<file path="src/rtl/uart_wb_bridge_pkg.sv">
// -----------------------------------------------------------------------------
// uart_wb_bridge_pkg
// Shared definitions for the UART-to-Wishbone bridge:
//   state_e      - bridge FSM states
//   rx_state_e   - UART receiver bit-timing states
//   CMD_WE_BIT   - command byte bit that selects write (1) or read (0)
//   TIMEOUT_DATA - response byte sent when a read is never acknowledged
//   cmd_valid()  - command byte format check (bits 6:4 must be zero)
// -----------------------------------------------------------------------------
package uart_wb_bridge_pkg;

   typedef enum logic [1:0] {
      IDLE,
      WAIT_DATA,
      BUS,
      TX
   } state_e;

   typedef enum logic [1:0] {
      RX_IDLE,
      RX_START,
      RX_DATA,
      RX_STOP
   } rx_state_e;

   localparam int unsigned CMD_WE_BIT   = 7;
   localparam logic [7:0]  TIMEOUT_DATA = 8'hEE;

   function automatic logic cmd_valid(input logic [7:0] cmd);
      return cmd[6:4] == 3'b000;
   endfunction

endpackage

</file>
<file path="src/rtl/uart_wb_bridge_rx.sv">
// -----------------------------------------------------------------------------
// uart_rx
// 8N1 UART receiver, LSB first, with a 2-flop input synchroniser.
//   clk_i       - clock
//   rst_ni      - asynchronous active-low reset
//   rx_i        - raw UART line (asynchronous, idle high)
//   byte_o      - last received byte, valid while valid_o is high
//   valid_o     - one-cycle pulse at the stop-bit sample of a good frame
//   frame_err_o - one-cycle pulse at the stop-bit sample when stop is low
// -----------------------------------------------------------------------------
module uart_rx
   import uart_wb_bridge_pkg::*;
#(
   parameter int unsigned TICKS_PER_BIT = 417
) (
   input  logic       clk_i,
   input  logic       rst_ni,
   input  logic       rx_i,
   output logic [7:0] byte_o,
   output logic       valid_o,
   output logic       frame_err_o
);

   localparam logic [15:0] FULL_LAST = 16'(TICKS_PER_BIT - 1);
   localparam logic [15:0] HALF_LAST = 16'(TICKS_PER_BIT / 2 - 1);

   // Synchroniser and edge history reset high so reset release never looks
   // like a falling start edge.
   logic        sync1_q, sync2_q, prev_q;
   rx_state_e   state_q;
   logic [15:0] cnt_q;
   logic [2:0]  bit_q;
   logic [7:0]  shift_q;

   always_ff @(posedge clk_i or negedge rst_ni) begin
      if (!rst_ni) begin
         sync1_q     <= 1'b1;
         sync2_q     <= 1'b1;
         prev_q      <= 1'b1;
         state_q     <= RX_IDLE;
         cnt_q       <= '0;
         bit_q       <= '0;
         shift_q     <= '0;
         valid_o     <= 1'b0;
         frame_err_o <= 1'b0;
      end else begin
         sync1_q     <= rx_i;
         sync2_q     <= sync1_q;
         prev_q      <= sync2_q;
         valid_o     <= 1'b0;
         frame_err_o <= 1'b0;
         case (state_q)
            RX_IDLE: begin
               if (prev_q && !sync2_q) begin
                  state_q <= RX_START;
                  cnt_q   <= '0;
               end
            end
            RX_START: begin
               if (cnt_q == HALF_LAST) begin
                  cnt_q <= '0;
                  if (sync2_q) begin
                     state_q <= RX_IDLE;   // glitch, not a start bit
                  end else begin
                     state_q <= RX_DATA;
                     bit_q   <= '0;
                  end
               end else begin
                  cnt_q <= cnt_q + 16'd1;
               end
            end
            RX_DATA: begin
               if (cnt_q == FULL_LAST) begin
                  cnt_q   <= '0;
                  shift_q <= {sync2_q, shift_q[7:1]};
                  bit_q   <= bit_q + 3'd1;
                  if (bit_q == 3'd7) state_q <= RX_STOP;
               end else begin
                  cnt_q <= cnt_q + 16'd1;
               end
            end
            RX_STOP: begin
               if (cnt_q == FULL_LAST) begin
                  cnt_q   <= '0;
                  state_q <= RX_IDLE;
                  if (sync2_q) valid_o     <= 1'b1;
                  else         frame_err_o <= 1'b1;
               end else begin
                  cnt_q <= cnt_q + 16'd1;
               end
            end
            default: state_q <= RX_IDLE;
         endcase
      end
   end

   assign byte_o = shift_q;

endmodule

</file>
<file path="src/rtl/uart_wb_bridge.sv">
// -----------------------------------------------------------------------------
// uart_wb_bridge
// UART command interface to a Wishbone B4 register bus.
// Command byte: bit7 = we, bits6:4 = 0, bits3:0 = adr. A write is followed by
// one data byte; a read returns one byte over UART (TIMEOUT_DATA if the slave
// never acknowledges).
//   clk_i, rst_ni       - clock, asynchronous active-low reset
//   uart_rx_i/uart_tx_o - UART lines, 8N1, idle high
//   wb_we_o, wb_adr_o, wb_dat_o, wb_stb_o - Wishbone master outputs
//   wb_dat_i, wb_ack_i  - Wishbone slave response
// -----------------------------------------------------------------------------
module uart_wb_bridge
   import uart_wb_bridge_pkg::*;
#(
   parameter int unsigned TICKS_PER_BIT = 417,
   parameter int unsigned ACK_TIMEOUT   = 255
) (
   input  logic       clk_i,
   input  logic       rst_ni,
   input  logic       uart_rx_i,
   output logic       uart_tx_o,
   output logic       wb_we_o,
   output logic [3:0] wb_adr_o,
   output logic [7:0] wb_dat_o,
   output logic       wb_stb_o,
   input  logic [7:0] wb_dat_i,
   input  logic       wb_ack_i
);

   localparam int unsigned     TOW      = (ACK_TIMEOUT > 1) ? $clog2(ACK_TIMEOUT + 1) : 1;
   localparam logic [TOW-1:0]  TO_LAST  = TOW'(ACK_TIMEOUT - 1);
   localparam logic [15:0]     BIT_LAST = 16'(TICKS_PER_BIT - 1);

   logic [7:0] rx_byte;
   logic       rx_valid, rx_ferr, rx_ok;

   uart_rx #(.TICKS_PER_BIT(TICKS_PER_BIT)) u_rx (
      .clk_i       (clk_i),
      .rst_ni      (rst_ni),
      .rx_i        (uart_rx_i),
      .byte_o      (rx_byte),
      .valid_o     (rx_valid),
      .frame_err_o (rx_ferr)
   );

   assign rx_ok = rx_valid & ~rx_ferr;

   state_e         state_q;
   logic [TOW-1:0] to_q;
   logic [15:0]    tx_cnt_q;
   logic [3:0]     tx_bit_q;
   logic [7:0]     tx_shift_q;
   logic           tx_q, stb_q, we_q;
   logic [3:0]     adr_q;
   logic [7:0]     dat_q;

   always_ff @(posedge clk_i or negedge rst_ni) begin
      if (!rst_ni) begin
         state_q    <= IDLE;
         to_q       <= '0;
         tx_cnt_q   <= '0;
         tx_bit_q   <= '0;
         tx_shift_q <= '0;
         tx_q       <= 1'b1;
         stb_q      <= 1'b0;
         we_q       <= 1'b0;
         adr_q      <= '0;
         dat_q      <= '0;
      end else begin
         case (state_q)
            IDLE: begin
               if (rx_ok && cmd_valid(rx_byte)) begin
                  adr_q <= rx_byte[3:0];
                  if (rx_byte[CMD_WE_BIT]) begin
                     state_q <= WAIT_DATA;
                  end else begin
                     state_q <= BUS;
                     we_q    <= 1'b0;
                     stb_q   <= 1'b1;
                     to_q    <= '0;
                  end
               end
            end
            WAIT_DATA: begin
               if (rx_ok) begin
                  state_q <= BUS;
                  dat_q   <= rx_byte;
                  we_q    <= 1'b1;
                  stb_q   <= 1'b1;
                  to_q    <= '0;
               end
            end
            // Strobe is raised on the edge that enters BUS so a data byte's
            // valid pulse is followed by strobe on the very next cycle.
            BUS: begin
               if (wb_ack_i || to_q == TO_LAST) begin
                  stb_q <= 1'b0;
                  to_q  <= '0;
                  if (we_q) begin
                     state_q <= IDLE;
                  end else begin
                     state_q    <= TX;
                     tx_q       <= 1'b0;   // start bit
                     tx_shift_q <= wb_ack_i ? wb_dat_i : TIMEOUT_DATA;
                     tx_bit_q   <= '0;
                     tx_cnt_q   <= '0;
                  end
               end else begin
                  to_q <= to_q + TOW'(1);
               end
            end
            // tx_bit_q: 0 = start, 1..8 = data, 9 = stop. The shifter fills
            // with ones so the stop level falls out after the eighth shift.
            TX: begin
               if (tx_cnt_q == BIT_LAST) begin
                  tx_cnt_q <= '0;
                  if (tx_bit_q == 4'd9) begin
                     state_q <= IDLE;
                  end else begin
                     tx_q       <= tx_shift_q[0];
                     tx_shift_q <= {1'b1, tx_shift_q[7:1]};
                     tx_bit_q   <= tx_bit_q + 4'd1;
                  end
               end else begin
                  tx_cnt_q <= tx_cnt_q + 16'd1;
               end
            end
            default: state_q <= IDLE;
         endcase
      end
   end

   assign uart_tx_o = tx_q;
   assign wb_stb_o  = stb_q;
   assign wb_we_o   = we_q;
   assign wb_adr_o  = adr_q;
   assign wb_dat_o  = dat_q;

endmodule

</file>
<file path="config.mk">
export PLATFORM = sky130hd
export DESIGN_NAME = uart_wb_bridge
export DESIGN_NICKNAME = d
export VERILOG_FILES = /design/src/rtl/uart_wb_bridge_pkg.sv /design/src/rtl/uart_wb_bridge_rx.sv /design/src/rtl/uart_wb_bridge.sv
export SDC_FILE = /design/constraint.sdc
export NUM_CORES = 1
export LEC_CHECK = 0
export ABC_AREA = 1
export CORE_ASPECT_RATIO = 1.2
export CORE_UTILIZATION = 50
export CTS_BUF_LIST = sky130_fd_sc_hd__clkbuf_4 sky130_fd_sc_hd__clkbuf_8
export DETAILED_ROUTE_END_ITERATION = 7
export DONT_BUFFER_PORTS = 1
export GPL_TIMING_DRIVEN = 1
export PLACE_DENSITY = 0.68
export SLEW_MARGIN = 15
export SYNTH_ARGS = -nofsm -noshare
export SYNTH_HDL_FRONTEND = slang
export SYNTH_SLANG_ARGS = --single-unit
</file>
<file path="constraint.sdc">
create_clock -name clk_i -period 1.7 [get_ports clk_i]
set_input_delay 0.34 -clock clk_i [delete_from_list [all_inputs] [get_ports clk_i]]
set_output_delay 0.34 -clock clk_i [all_outputs]
set_load 0.02 [all_outputs]
</file>
# [After elaboration in Yosys (flattened, before gate mapping)]
# Cells that the tools add are included.
[op_classes] add_sub_neg=5 n_eq_ne=26 n_mux=62 bitwise_logic=2 reduce_logical=23
[op_table] cell="$mux W16" n=6
[op_table] cell="$mux W8" n=9
[op_table] cell="$pmux W16 S3" n=1
[op_table] cell="$add A16 B1 Y16 const B" n=2
[op_table] cell="$eq A16 B9 Y1 const B" n=2
[op_table] cell="$pmux W16 S2" n=1
[op_table] cell="$mux W2" n=13
[op_table] cell="$pmux W8 S3" n=1
[op_table] cell="$reduce_and A5 Y1" n=4
[op_table] cell="$ne A2 B2 Y1 const B" n=9
[op_table] cell="$eq A16 B8 Y1 const B" n=1
[op_table] cell="$mux W1" n=16
[op_table] cell="$mux W4" n=4
[op_table] cell="$pmux W2 S4" n=2
[op_table] cell="$pmux W8 S2" n=1
[op_table] cell="$reduce_and A4 Y1" n=3
[op_table] cell="$ne A2 B1 Y1 const B" n=5
[op_table] cell="$mux W3" n=3
[op_table] cell="$add A8 B1 Y8 const B" n=1
[op_table] cell="$eq A2 B2 Y1 const B" n=4
[op_table] cell="$eq A8 B8 Y1 const B" n=1
[op_table] cell="$pmux W4 S2" n=1
[op_table] cell="$pmux W3 S2" n=1
[op_table] cell="$reduce_and A2 Y1" n=3
[op_table] cell="other kinds (18)" n=24
[totals] ff_bits=87 word_cells=137

# [Logic depth before layout (Yosys ltp)]
# Gate-level depths: netlist of the first run.
[logic_depth] word_depth=5 depth_mapped=12 mapped_depth_nobuf=12

# [Cells and area by module]
# A second synthesis of the first run with hierarchy kept.
[hier_totals] cells_unflattened=673 area_unflattened_um2=5072.4
[modules_own_cells] module="uart_wb_bridge" n_inst=1 cells_each=447 area_each_um2=3243.1 seq_area_each_um2=1327.5
[modules_own_cells] module="uart_rx" n_inst=1 cells_each=226 area_each_um2=1829.3 seq_area_each_um2=854.6

# [Worst setup path before layout of the first run]
# Ideal clock, no wire load.
[synth_path] path_kind="register to register" start="register state_q[0]" end="register tx_shift_q[3]" setup_ns=0.117 arrival_time_ns=1.537 path_slack_ns=0.047 stages_incl_launch_ff=11 n_path_buf=1 path_cell_list="dfrtp_1 -> inv_1 -> ha_1 -> inv_2 -> nor2_1 -> nand2_4 -> nand2_4 -> nor2_8 -> buf_4 -> nand3b_1 -> nand2_1"
[synth_via] elab_chain_len=3
[synth_lines] element="from (decl)" line="uart_wb_bridge.sv:48" text="state_e state_q;"
[synth_lines] element="from (signal assigned)" line="uart_wb_bridge.sv:59" text="state_q <= IDLE;"
[synth_lines] element="from (signal assigned)" line="uart_wb_bridge.sv:75" text="state_q <= WAIT_DATA;"
[synth_lines] element="from (signal assigned)" line="uart_wb_bridge.sv:77" text="state_q <= BUS;"
[synth_lines] element="$eq A2 B2 Y1" line="uart_wb_bridge.sv:70" text="case (state_q)"
[synth_lines] element="$ne A2 B2 Y1 (no source line) or $reduce_bool A2 Y1 (tied branches)"
[synth_lines] element="$reduce_and A5 Y1 (no source line)"
[synth_lines] element="to (signal assigned)" line="uart_wb_bridge.sv:104" text="tx_shift_q <= wb_ack_i ? wb_dat_i : TIMEOUT_DATA;"
[synth_lines] element="to (signal assigned)" line="uart_wb_bridge.sv:121" text="tx_shift_q <= {1'b1, tx_shift_q[7:1]};"
[synth_lines] element="to (decl)" line="uart_wb_bridge.sv:52" text="logic [7:0] tx_shift_q;"
# Several ways; a longest one is shown, not always the timed one.
# A chain may end at the register's enable or synchronous reset.

# [Worst setup path after layout of the first run]
[layout_path] start="register state_q[0]" end="register tx_q, in the netlist uart_tx_o"
[layout_via] elab_chain_len=3
[layout_lines] element="$eq A2 B2 Y1" line="uart_wb_bridge.sv:70"
[layout_lines] element="$ne A2 B2 Y1 (no source line) or $reduce_bool A2 Y1 (tied branches)"
[layout_lines] element="$reduce_and A5 Y1 (no source line)"
[layout_lines] element="to (signal assigned)" line="uart_wb_bridge.sv:120" text="tx_q <= tx_shift_q[0];"
[layout_lines] element="to (decl)" line="uart_wb_bridge.sv:53" text="logic tx_q, stb_q, we_q;"
# Several ways; a longest one is shown, not always the timed one.

==> run summary, run 1 <==
Status: finished with violations
Violated checks: hold timing
Tmin final: 1.68 ns
Fmax: 0.594 GHz
Final Hold Fails: 87
Critical path launch point type: flip-flop
Static Leakage: 0.00274 uW
Root Driver: clkbuf_8
Crit end category: flip-flop
Initial antenna violation count: 1
DR WL/cell: 13.7 um
Fillcell total: 795
Worst hold path type: in2async
Detail Route Antenna Nets: 0
RSZ-0062 raised after global routing: true
Share of the core filled with cells: 62.1%
Power density over the cells: 818 nW/um^2
Grt total ovfl: 0
Sequential area share after synthesis: 45.9%
Die X: 91.0 um
Port Buffer Count: 0
Multi-input gate area: 2380 um^2
Clk_skew: 0.0184 ns
Mapped Area: 4750 um^2
R2R cell count: 11
Routability cong.: 0.907
Cell variety after synth: 35
Vias per std cell: 5.34
Post-Syn Instances: 622
Fin crit share: 99.0%
Detailed-router iteration count before antenna repair: 4
Vias in the first global route: 4,006
CTS Sinks: 87
Initial core utilization: 52.1%
Placement row count: 38
Slew @ Worst Pin: 0.478 ns
Die Height: 109 um
Final TNS setup: 0 ns
CP max FO: 7
Largest net degree at the start of global routing: 88
R2R Setup Slk: 0.02 ns
H-tree Lvls: 3
DP HPWL: 7470 um
Post-Syn Area per Cell: 7.64 um^2
Max-cap viol count: 0
Final Slew Violations: 0
All-Layer GR Usage: 23.2%
Predominant post-synthesis flop cell: dfrtp_1
First-pass GRT wire length: 18,100 um
CTS tree: yes
Final setup fails: 0
Clk pin slew, worst setup/hold paths: 0.11 ns
Clock buffer depth: 2
Fin Hold WS: -0.368 ns
Required time worst endpoint: 2.02 ns
Layout net count: 696
Reg area: 2180 um^2
Hold-fix buffer count after cts: 1
Critical Path AT: 2.00 ns
Core ar.: 9130 um^2
DP Area: 5120 um^2
Number of flops mapped to enable cells by yosys: 0
Warnings, synthesis: 0
Clk_lat worst skew: 0.38 ns
Syn Nets: 648
DRC viols: 0
CP Class: reg2reg
Total CTS buffers: 9
Launch point of the worst reg-to-reg path: state_q[0]
DIE AREA: 9900 um^2
Layout Area Growth over Synthesis: 19.2%
Worst vdd ir: 756 uV
Worst reg2reg path endpoint: uart_tx_o
Drt first-iter violations: 200
Relative slew slack: 67.9%
Via Count: 4,252
Share of async-settable or async-resettable flops after synthesis: 100%
Final instance area: 5670 um^2
#FFs+latches synth: 87
I/O pin cnt: 27
Tot Pwr: 4630 uW
Share of cells above drive strength 1: 16.9%
Routed wire length: 10,900 um
synthesized netlist by cell type, types with 2 or more instances:
master | instances | area share (%)
nand2_2 | 3 | 0.39
nand2_1 | 178 | 14
dfrtp_1 | 83 | 44
inv_2 | 3 | 0.24
o21ai_1 | 8 | 0.84
nand2_4 | 2 | 0.47
clkbuf_1 | 4 | 0.32
nand3b_1 | 8 | 1.3
ha_1 | 14 | 3.7
nor3_1 | 11 | 1.2
a22o_1 | 2 | 0.37
or2_2 | 2 | 0.26
inv_1 | 69 | 5.4
dfstp_2 | 4 | 2.2
a21oi_1 | 11 | 1.2
buf_4 | 2 | 0.32
nor2_1 | 64 | 5.1
o22ai_1 | 9 | 1.2
buf_2 | 5 | 0.53
nand3_1 | 52 | 5.5
nand4_1 | 24 | 3.2
o21ai_0 | 43 | 4.5
xor2_1 | 9 | 1.7
metrics by stage:
step                      hold WS (ns)  setup WS (ns)  cells
after floorplan                 0.0444         0.0466    622
final                           -0.368         0.0166    796
after CTS                       -0.375        0.00717    784
after detailed placement        0.0462        -0.0188    764
after global placement          0.0460         0.0497    764
after global routing            -0.378        -0.0493    796
worst max-delay path, cell delays in order (launching register included):
cell,delay [ns]
dfrtp_1,0.45
inv_2,0.11
ha_2,0.21
inv_4,0.06
nor2_4,0.11
a21oi_4,0.05
inv_2,0.10
nand2_8,0.08
nor2_8,0.15
buf_6,0.14
nand3b_1,0.07
nand2_1,0.07
timing repair:
item / 4_1_cts / 5_1_grt
setup buffers: 3 / 9
endpoints found under the setup margin: 15 / 50
endpoints found under the hold margin: 88 / 87
pin swaps: 1 / 12
cloned: 0 / 2
gates resized for setup: 3 / 55
cells by family (layout without fill, tap and decap cells):
family                     Yosys count  count (layout)  synth area share (%)
and+or+nand+nor                    352             352                  33.2
DFF                                 87              87                  45.9
adders and majority gates           14              14                  3.68
other                                0               1                     0
xor gates and xnor gates            10              10                  1.84
buffers and inverters               85             138                  7.16
AOI/OAI and AO/OA                   74              74                  8.26
report_power, final:
part	switching (uW)	total, uW	internal [uW]
Combinational	458	787	329
Sequential	88.6	2240	2150
Clock	879	1600	725
Total	1430	4630	3210
cells in the final DEF (no fill, tap or decap), drive strengths merged, types with 8 or more instances in the layout:
cell type    n
inv         75
nand3       54
nor2        66
nand3b       8
buf         47
nand2      183
a21oi       12
o21ai       51
nor3        12
o22ai        9
clkbuf      10
nand4       24
ha          14
xor2         9
dfrtp       83
layout make-up:
type                       instances  share of cell area, %
clock inverter                     7                   1.72
clock buffer                       9                   2.19
sequential                        87                   38.5
timing repair buffer              49                   7.91
tap                              120                   2.65
inverter                          72                   4.88
antenna                            1                 0.0442
multi-input combinational        450                   42.0
timing repair inverter             1                  0.133
worst max-delay path by stage:
stage	endpoint	slack [ns]	startpoint
after global routing	tx_bit_q[2]	-0.05	state_q[0]
final	uart_tx_o	0.02	state_q[0]
after CTS	wb_stb_o	0.007	state_q[0]
after global placement	tx_shift_q[2]	0.05	state_q[0]
after floorplan	tx_shift_q[3]	0.05	state_q[0]
after detailed placement	tx_shift_q[0]	-0.02	state_q[0]
routing by layer:
metal | vias up | global-route usage [%] | routed length, um
li1 | 2126 | - | -
met1 | 2026 | 27.7 | 4710
met2 | 81 | 41.1 | 5460
met3 | 19 | 3.77 | 450
met4 | 0 | 11.0 | 255
met5 | - | 0 | 0
state kept, by name (all words and copies together), names as in the netlist, 3 cells and up, named ones only:
signal,flops
to_q,8
tx_bit_q,4
tx_cnt_q,16
tx_shift_q,8
u_rx.bit_q,3
u_rx.byte_o,8
u_rx.cnt_q,16
wb_adr_o,4
wb_dat_o,8
Power figures use the tool's default switching activity.
==> run 2: changes to the inputs <==
- CORE_UTILIZATION: 50 -> 42
- PLACE_DENSITY: 0.68 -> not set
==> run 2 against run 1 <==
Effect of this change: the run still ends with hold timing left; maximum frequency up 5.2%; combinational power up 3.6%; final cell count up 0.50%; clock power fell by 6%; first-iteration DRC count grew 21%; sequential power is essentially flat; sequential cell count is the same; worst hold slack worse by 0.0012 ns; routed wire length rose by 1.6%; utilization shrank 11 points; cell area decreased by 1.4%; critical path type unchanged; critical endpoint is now tx_shift_q[7]; largest cell class unchanged; highest routed layer unchanged.
==> run summary, run 2 (synthesis gave the netlist of run 1 again) <==
Hold-fix buffer count after cts: 1 (unchanged)
Worst path cell trace: buf_4 -> ha_2 -> nor2_1 -> inv_1 -> or2_2 -> nand3_1 -> nand2_1
R2R cell count: 7 (-4)
Fin Hold WS: -0.369 ns (-0.00123 ns)
Layout Area Growth over Synthesis: 17.5%
Vias in the first global route: 4,210 (+5.1%)
Sw frac: 32.9% (+2.1 points)
Regs by FF count: tx_cnt_q x16, u_rx.cnt_q x16
Core ar.: 11,000 um^2 (+21%)
DP HPWL: 7810 um (+4.5%)
Fmax: 0.625 GHz (+5.2%)
DRC viols: 0 (unchanged)
CTS Sinks: 87 (unchanged)
Critical path depth in cells: 7 (-4)
Worst hold path type: in2async
Part of the power in combinational logic: 17.8% (+0.8 points)
Status: finished with violations
Share of the core filled with cells: 50.6% (-11 points)
All-Layer GR Usage: 20.1% (-3.1 points)
Violated checks: hold timing
Static Leakage: 0.00269 uW (-1.9%)
Routed wire length: 11,000 um (+1.6%)
RSZ-0062 raised after global routing: true
First-pass GRT wire length: 18,600 um (+2.6%)
DP Area: 5160 um^2 (+0.68%)
Die X: 99.1 um (+8.9%)
Clk pin slew, worst setup/hold paths: 0.11 ns (about the same)
Detail Route Antenna Nets: 0 (unchanged)
Tot Pwr: 4570 uW (-1.4%)
Clk_skew: 0.0134 ns (-0.00498 ns)
Clock buffer depth: 2 (unchanged)
Most frequent cells in the layout: nand2_1, dfrtp_1, inv_1
Required time worst endpoint: 1.99 ns (-0.03 ns)
Vias per std cell: 5.22 (-2.2%)
Crit path from: state_q[0]
Total CTS buffers: 9 (unchanged)
DIE AREA: 11,800 um^2 (+19%)
H-tree Lvls: 3 (unchanged)
Clk_lat worst skew: 0.39 ns (about the same)
Final instance area: 5590 um^2 (-1.4%)
Final Slew Violations: 0 (unchanged)
DR WL/cell: 13.8 um (+1.1%)
Psw: 1500 uW (+5.5%)
Grt total ovfl: 0 (unchanged)
Final setup fails: 0 (unchanged)
Relative slew slack: 66.2% (-1.7 points)
Worst path max stage delay: 0.41 ns (-0.04 ns)
Internal Power: 3070 uW (-4.4%)
Ant. Diodes: 0 (-1)
Detailed-router iteration count before antenna repair: 4 (unchanged)
Max-cap viol count: 0 (unchanged)
Final Hold Fails: 87 (unchanged)
Routability cong.: 0.874 (-3.6%)
Tmin final: 1.60 ns (-0.0834 ns)
Most common cell after layout, fill and taps aside: nand2_1
Fillcell total: 1,068 (+34%)
Layout net count: 689 (-1.0%)
Initial antenna violation count: 0 (-1)
WP buf/inv: 2 (-2)
Initial core utilization: 43.1% (-9.0 points)
I/O pin cnt: 27 (unchanged)
Slew @ Worst Pin: 0.504 ns (+0.0256 ns)
CP Class: reg2reg
Crit end category: flip-flop
Root Driver: clkbuf_8
Worst vdd ir: 723 uV (-4.4%)
Critical Path AT: 1.89 ns (-0.11 ns)
Cell family with most CP delay: simple AND/OR/NAND/NOR gates
Critical path launch point type: flip-flop
Reg power frac: 49.1% (+0.7 points)
Clock Power Share: 33.1% (-1.5 points)
Largest net degree at the start of global routing: 88 (unchanged)
Fin crit share: 94.1% (-4.9 points)
CTS tree: yes
Die Height: 119 um (+8.9%)
Slowest stage cell, crit path: dfrtp_1
CP max FO: 6 (-1)
Port Buffer Count: 0 (unchanged)
Drt first-iter violations: 241 (+21%)
Via Count: 4,179 (-1.7%)
Launch point of the worst reg-to-reg path: state_q[0]
Power density over the cells: 818 nW/um^2 (about the same)
Placement row count: 42 (+11%)
Share of cells above drive strength 1: 15.6% (-1.3 points)
[run 2: what timing repair did]
action	CTS	global route
cloned	0	1
gates resized for setup	3	42
setup buffers	0	5
hold endpoints to repair	88	87
setup endpoints to repair	17	59
pin swaps	0	3
[run 2: layout make-up]
| type | count | area, um^2 | share of cell area [%] |
|---|---|---|---|
| clock buffer | 9 | 124 | 2.22 |
| clock inverter | 7 | 88.8 | 1.59 |
| inverter | 72 | 279 | 4.99 |
| multi-input combinational | 450 | 2360 | 42.2 |
| sequential | 87 | 2180 | 39.1 |
| tap | 132 | 165 | 2.96 |
| timing repair buffer | 43 | 392 | 7.01 |
[run 2: final timing paths]
| check | to | slack [ns] |
|---|---|---|
| min in group clk_i | tx_shift_q[7] | 0.20 |
| min | to_q[5] | -0.37 |
| max | tx_shift_q[7] | 0.1 |
| min reg2reg | u_rx.sync2_q | 0.37 |
| max reg2reg | tx_shift_q[7] | 0.1 |
| max in group asynchronous | uart_tx_o | 1.84 |
[run 2: power groups by stage]
| stage | clock, uW | combinational (uW) | sequential, uW |
|---|---|---|---|
| after floorplan | 0 | 442 | 2250 |
| after global placement | 0 | 679 | 2270 |
| after detailed placement | 0 | 692 | 2270 |
| after CTS | 1560 | 703 | 2230 |
| after global routing | 1620 | 922 | 2250 |
| final | 1510 | 815 | 2240 |
[run 2: metrics by stage]
step / TNS, ns / worst slack [ns] / instances
after CTS: 0 / 0.00428 / 794
after global placement: 0 / 0.0241 / 777
after global routing: -0.174 / -0.0394 / 800
final: 0 / 0.100 / 800
after floorplan: 0 / 0.0466 / 622
after detailed placement: -0.390 / -0.0428 / 777
[run 2: per-layer routing]
metal / track usage [%] / up-vias / part of all wire (%)
li1: - / 2106 / -
met1: 23.4 / 1968 / 43
met2: 34.4 / 81 / 49
met3: 3.84 / 24 / 4.4
met4: 11.4 / 0 / 3.2
met5: 0 / - / 0
[run 2: worst reg2reg max path: stages (launching register included)]
cell and delay, ns:
dfrtp_1 0.41, buf_4 0.15, ha_2 0.22, nor2_1 0.16, inv_1 0.14, or2_2 0.30, nand3_1 0.08, nand2_1 0.05
